<file path="src/rtl/pc_update_unit.sv">
// PC stage: PC register, PC+4 / target / redirect select for the
// next-PC mux, BUSYWAIT stall FSM, retire and stall counters.
//
// Ports:
//   CLK, RESET (sync, active-high)
//   BUSYWAIT         memory not ready, freeze PC
//   JUMP, BRANCH,
//   BRANCH_NE, ZERO  redirect controls
//   OFFSET           signed word offset
//   PC_IN            next-PC mux output
//   PC               current PC
//   PC_PLUS4         PC + 4
//   TARGET           PC + 4 + (OFFSET << 2)
//   TAKEN            redirect select
//   INSTR_VALID      PC is fetchable this cycle
//   INSTR_COUNT      retired instructions (wraps)
//   STALL_COUNT      stall cycles (saturates)
module pc_update_unit #(
  parameter logic [31:0] RESET_PC     = 32'h0000_0000,
  parameter int          OFFSET_WIDTH = 8,
  parameter int          STALL_CW     = 16
) (
  input  logic                    CLK,
  input  logic                    RESET,
  input  logic                    BUSYWAIT,
  input  logic                    JUMP,
  input  logic                    BRANCH,
  input  logic                    BRANCH_NE,
  input  logic                    ZERO,
  input  logic [OFFSET_WIDTH-1:0] OFFSET,
  input  logic [31:0]             PC_IN,
  output logic [31:0]             PC,
  output logic [31:0]             PC_PLUS4,
  output logic [31:0]             TARGET,
  output logic                    TAKEN,
  output logic                    INSTR_VALID,
  output logic [31:0]             INSTR_COUNT,
  output logic [STALL_CW-1:0]     STALL_COUNT
);

  typedef enum logic [1:0] {
    S_BOOT  = 2'd0,
    S_RUN   = 2'd1,
    S_STALL = 2'd2
  } state_t;

  localparam logic [STALL_CW-1:0] STALL_MAX =
    {STALL_CW{1'b1}};

  state_t              state_q;
  state_t              state_d;
  logic [31:0]         pc_q;
  logic [31:0]         pc_d;
  logic [31:0]         icnt_q;
  logic [STALL_CW-1:0] scnt_q;
  logic                adv;
  logic                stall;
  logic [31:0]         off_ext;
  logic [31:0]         off_bytes;

  // Offset counts instruction words; widen
  // with sign, then scale to bytes.
  assign off_ext = {
    {(32-OFFSET_WIDTH){OFFSET[OFFSET_WIDTH-1]}},
    OFFSET
  };
  assign off_bytes = off_ext << 2;

  assign PC_PLUS4 = pc_q + 32'd4;
  assign TARGET   = PC_PLUS4 + off_bytes;
  assign TAKEN    = JUMP
                  | (BRANCH & ZERO)
                  | (BRANCH_NE & ~ZERO);

  assign PC          = pc_q;
  assign INSTR_VALID = (state_q != S_BOOT);
  assign INSTR_COUNT = icnt_q;
  assign STALL_COUNT = scnt_q;

  always_comb begin
    state_d = state_q;
    pc_d    = pc_q;
    adv     = 1'b0;
    stall   = 1'b0;
    unique case (state_q)
      S_BOOT: begin
        state_d = S_RUN;
      end
      S_RUN, S_STALL: begin
        if (BUSYWAIT) begin
          stall   = 1'b1;
          state_d = S_STALL;
        end else begin
          adv     = 1'b1;
          pc_d    = PC_IN;
          state_d = S_RUN;
        end
      end
      default: begin
        state_d = S_BOOT;
      end
    endcase
  end

  always_ff @(posedge CLK) begin
    if (RESET) begin
      state_q <= S_BOOT;
      pc_q    <= RESET_PC;
      icnt_q  <= '0;
      scnt_q  <= '0;
    end else begin
      state_q <= state_d;
      pc_q    <= pc_d;
      if (adv) begin
        icnt_q <= icnt_q + 32'd1;
      end
      if (stall && (scnt_q != STALL_MAX)) begin
        scnt_q <= scnt_q + 1'b1;
      end
    end
  end

endmodule

</file>
<file path="config.mk">
export PLATFORM = sky130hd
export DESIGN_NAME = pc_update_unit
export DESIGN_NICKNAME = d
export VERILOG_FILES = /design/src/rtl/pc_update_unit.sv
export SDC_FILE = /design/constraint.sdc
export NUM_CORES = 1
export LEC_CHECK = 0
export CAP_MARGIN = 10
export CORE_UTILIZATION = 35
export CTS_CLUSTER_DIAMETER = 40
export CTS_CLUSTER_SIZE = 10
export DETAILED_ROUTE_END_ITERATION = 7
export PLACE_DENSITY = 0.72
export SLEW_MARGIN = 20
export SYNTH_ARGS = -nofsm -noshare
export SYNTH_HDL_FRONTEND = slang
export SYNTH_SLANG_ARGS = --single-unit
</file>
<file path="constraint.sdc">
create_clock -name CLK -period 2.9 [get_ports CLK]
set_input_delay 0.29 -clock CLK [delete_from_list [all_inputs] [get_ports CLK]]
set_output_delay 0.29 -clock CLK [all_outputs]
set_load 0.005 [all_outputs]
</file>
==> reports/metrics.yaml <==
cts:
  cts_tree: "yes"
  numCtsBuffers: 9
  cts_root_buf: "clkbuf_16"
  cts.clk_slew.worst_paths_ns: 0.06
  cts_buffer_depth: 2
  clock_latency_ns: 0.33
  cts_max_level: 3
  cts_sinks: 82
setup_path:
  crit_fanout: 4
  critPathTopFamily: "simple AND/OR/NAND/NOR gates"
  r2r_start: "state_q[0]$_SDFF_PP0_"
  crit_start: "PC[14]$_SDFFE_PP0P_"
  rrSetupSlack_ns: 0.72
  path_class: "flip-flop to output port"
  rr_endpoint: "INSTR_COUNT[30]$_SDFFE_PP0P_"
  cp_common_cell: "nand3_1"
  crit_buf_inv: 3
  endpoint_kind: "output port"
  worst_r2r_path_depth: 7
  cp-start-kind: "flip-flop"
  crit_end: "TARGET[29]"
  max_stage_delay_ns: 0.40
  crit_arrival_ns: 3.36
  slowest_stage: "or3b_1"
  worst-endpoint-required_ns: 2.61
  cp_num_cells: 14
  path_cells: "and4_4 > and3_4 > nand3_1 > inv_2 > nand3_1 > xnor2_2 > ha_1 > buf_4 > nand2_2 > o21ai_1 > nor3_1 > or3b_1 > o311a_1 > buf_2"
pwr:
  p_per_area_nw_per_um2: 372
  pwr-share-clk_pct: 29.9
  power_mw: 3.96
  p_int_mw: 2.74
  switching_share_pct: 30.7
  p_leak_nw: 4.35
  power_frac_seq_pct: 30.5
  power_frac_comb_pct: 39.6
  ir_drop_mv: 0.305
  p_sw_mw: 1.22
yosys:
  syn_nets: 817
  async_flop_share_pct: 0
  synth_edf_count: 0
  synth_area_um2: 5580
  synth_cell_type_count: 59
  yosysWarnings: 0
  synth_cells: 732
  ys_ff_latch: 82
  syn-mean-instance-area_um2: 7.62
  seq_area_frac_synth_pct: 29.4
  synth-main-ff-cell: "dfxtp_1"
finish:
  syn_to_final_growth_pct: 90.8
  drive_gt1_share_pct: 37.4
  nets: 1200
  utilization_pct: 69.2
  num_antenna_cells: 0
min_path:
  hold_depth: 2
  min_path_type: "input port to flip-flop"
drt:
  vias: 7039
  drt_iter0_drc: 476
  drtPass1Iterations: 5
  wl_per_cell_um: 17.9
  drtAntennaViolNets: 0
  wirelength_um: 23800
  remaining_drc_errors: 0
  viasPerCell: 5.29
floorplan:
  initial_core_util_pct: 36.3
  num_rows: 45
  dieArea_um2: 16400
  coreArea_um2: 15400
  die-width_um: 128
  die_h_um: 128
  io_pins: 193
global_route:
  grt_pass1_vias: 6601
  grt_max_degree: 72
  grt_pass1_wl_um: 32900
  grt_usage_pct: 25.1
  antenna_found_initial: 0
  grt_overflow_total: 0
flow_run:
  cap_violations: 0
sta:
  fmax_mhz: 274
  worst_slack_ns: -0.751
  slew_violations: 0
  finalHoldViolCount: 0
  period_needed_ns: 3.65
  clock_skew_ns: 0.0100
  slew_headroom_pct: 74.4
  setup_violations: 25
  tns_ns: -11.50
  tightest_slew_ns: 0.381
  grt_setup_unrepaired: "true"
  fin_crit_sh_pct: 126
outcome:
  status: "complete, but fails checks"
  failed_checks: "negative setup slack"
place:
  place_congestion: 0.915
  port_buffers: 192
  hpwl_um: 14400
-- worst register-to-register path, stage by stage, from the launching register on --
cell,delay [ns]
dfxtp_1,0.34
inv_1,0.05
ha_1,0.35
and4b_1,0.31
nand4_1,0.16
nand3b_1,0.35
or3_1,0.42
a21oi_1,0.14
-- routing by layer --
layer  global-route usage [%]  wire length (um)  vias to the layer above
met5                        0                 0                        -
met4                     11.2              1120                        0
met1                     28.3              9270                     3312
met3                     5.59              1490                       93
met2                     45.0             12000                      289
li1                         -                 -                     3345
-- cells by family (layout without fill, tap and decap cells) --
logic type               count (synthesis)  in the layout  share of synthesized area (%)
adder cells (fa/ha/maj)                 38             38                           8.66
XOR/XNOR                                87             87                           13.7
multiplexers                             2              2                          0.359
flip-flops                              82             82                           29.4
buffers and inverters                   42            429                           3.16
AO/OA/AOI/OAI                          154            154                           16.0
AND/OR/NAND/NOR                        327            327                           28.7
-- synthesized netlist by cell type (2+ instances only) --
cell      count  share of area, %
or3_1        13               1.5
nand2b_1      6              0.67
nand3_1      28               2.5
and4_2        2              0.36
nand4_1      21               2.4
and4_1        7               1.1
buf_2         3              0.27
nand4_2       3              0.67
clkbuf_1     19               1.3
dfxtp_1      82                29
xor2_1       25               3.9
nor2_1       70               4.7
ha_1         37               8.3
nor2b_1       4              0.45
a31oi_1       6              0.67
o21bai_1      2              0.27
a211o_1       2              0.31
a21oi_1      77               6.9
nor4_1        5              0.56
or2_2         2              0.22
o21ai_0      32               2.9
nor3_1       14               1.3
buf_4         4              0.54
inv_1        16               1.1
nand2_1     122               8.2
a211oi_1      4              0.54
and3_1       12               1.3
a21o_1        8               1.1
mux2i_1       2              0.36
nor3b_1       2              0.27
and2_1        3              0.34
a221oi_1      2              0.31
nand3b_1      3              0.40
o211a_1       2              0.36
xnor2_1      62               9.7
o21ai_1       5              0.45
o31ai_1       3              0.40
-- state kept, by name, indices dropped and copies added, names as in the netlist --
| name | count |
|---|---|
| INSTR_COUNT | 32 |
| PC | 32 |
| STALL_COUNT | 16 |
| state_q | 2 |
-- worst min-delay path by stage --
stage,startpoint,endpoint,slack [ns]
6_report,RESET,INSTR_COUNT[11]$_SDFFE_PP0P_,0.29
5_1_grt,RESET,INSTR_COUNT[15]$_SDFFE_PP0P_,0.29
4_1_cts,RESET,INSTR_COUNT[11]$_SDFFE_PP0P_,0.28
3_5_place_dp,PC[0]$_SDFFE_PP0P_,PC[0]$_SDFFE_PP0P_,0.49
3_3_place_gp,INSTR_COUNT[31]$_SDFFE_PP0P_,INSTR_COUNT[31]$_SDFFE_PP0P_,0.47
2_1_floorplan,BUSYWAIT,state_q[1]$_SDFF_PP0_,0.41
-- metrics by stage --
stage | setup slack (ns) | instance area, um2 | instances | hold slack, ns
final | -0.751 | 10600 | 1330 | 0.290
after global routing | -0.989 | 10600 | 1330 | 0.293
after CTS | -0.520 | 10200 | 1315 | 0.280
after detailed placement | -0.824 | 8880 | 1261 | 0.490
after global placement | -0.785 | 8880 | 1261 | 0.467
after floorplan | -0.150 | 5650 | 732 | 0.412
-- cell type report --
cell class / count / area [um2]
Clock inverter: 5 / 80.1
Timing Repair Buffer: 398 / 3510
Sequential cell: 82 / 1670
Tap cell: 211 / 264
Clock buffer: 10 / 229
Inverter: 16 / 60.1
Fill cell: 1120 / 4730
Multi-Input combinational cell: 608 / 4830
-- power by group through the flow --
stage,logic [mW],registers (mW),clock network (mW)
after floorplan,0.489,1.24,0
after global placement,1.21,1.23,0
after detailed placement,1.22,1.23,0
after CTS,1.38,1.21,1.21
after global routing,1.65,1.21,1.26
final,1.57,1.21,1.18
-- cell usage in the layout, fill, tap and decap left out, drive strengths merged, types with 3 or more instances in the layout --
master	synthesis	routed
a21o	8	8
o31ai	3	3
and4	10	10
a211oi	4	4
nand3	28	28
or3	13	13
buf	7	232
nand2b	6	6
nor2	71	71
a31oi	6	6
nand4	24	24
and2	3	3
o21ai	37	37
xor2	25	25
inv	16	16
a21oi	77	77
ha	37	37
clkdlybuf4s50	0	163
clkbuf	19	11
dfxtp	82	82
nand2	122	122
or2	3	3
and3	13	13
nand3b	3	3
xnor2	62	62
nor3	16	16
nor4	6	6
nor2b	4	4
-- what timing repair did --
action / in CTS / in global routing
buffers inserted: 40 / 17
resized for setup: 256 / 77
endpoints found under the setup margin: 27 / 27
hold buffers: 0 / 0
pin swaps: 85 / 63
Power figures use the tool's default switching activity.
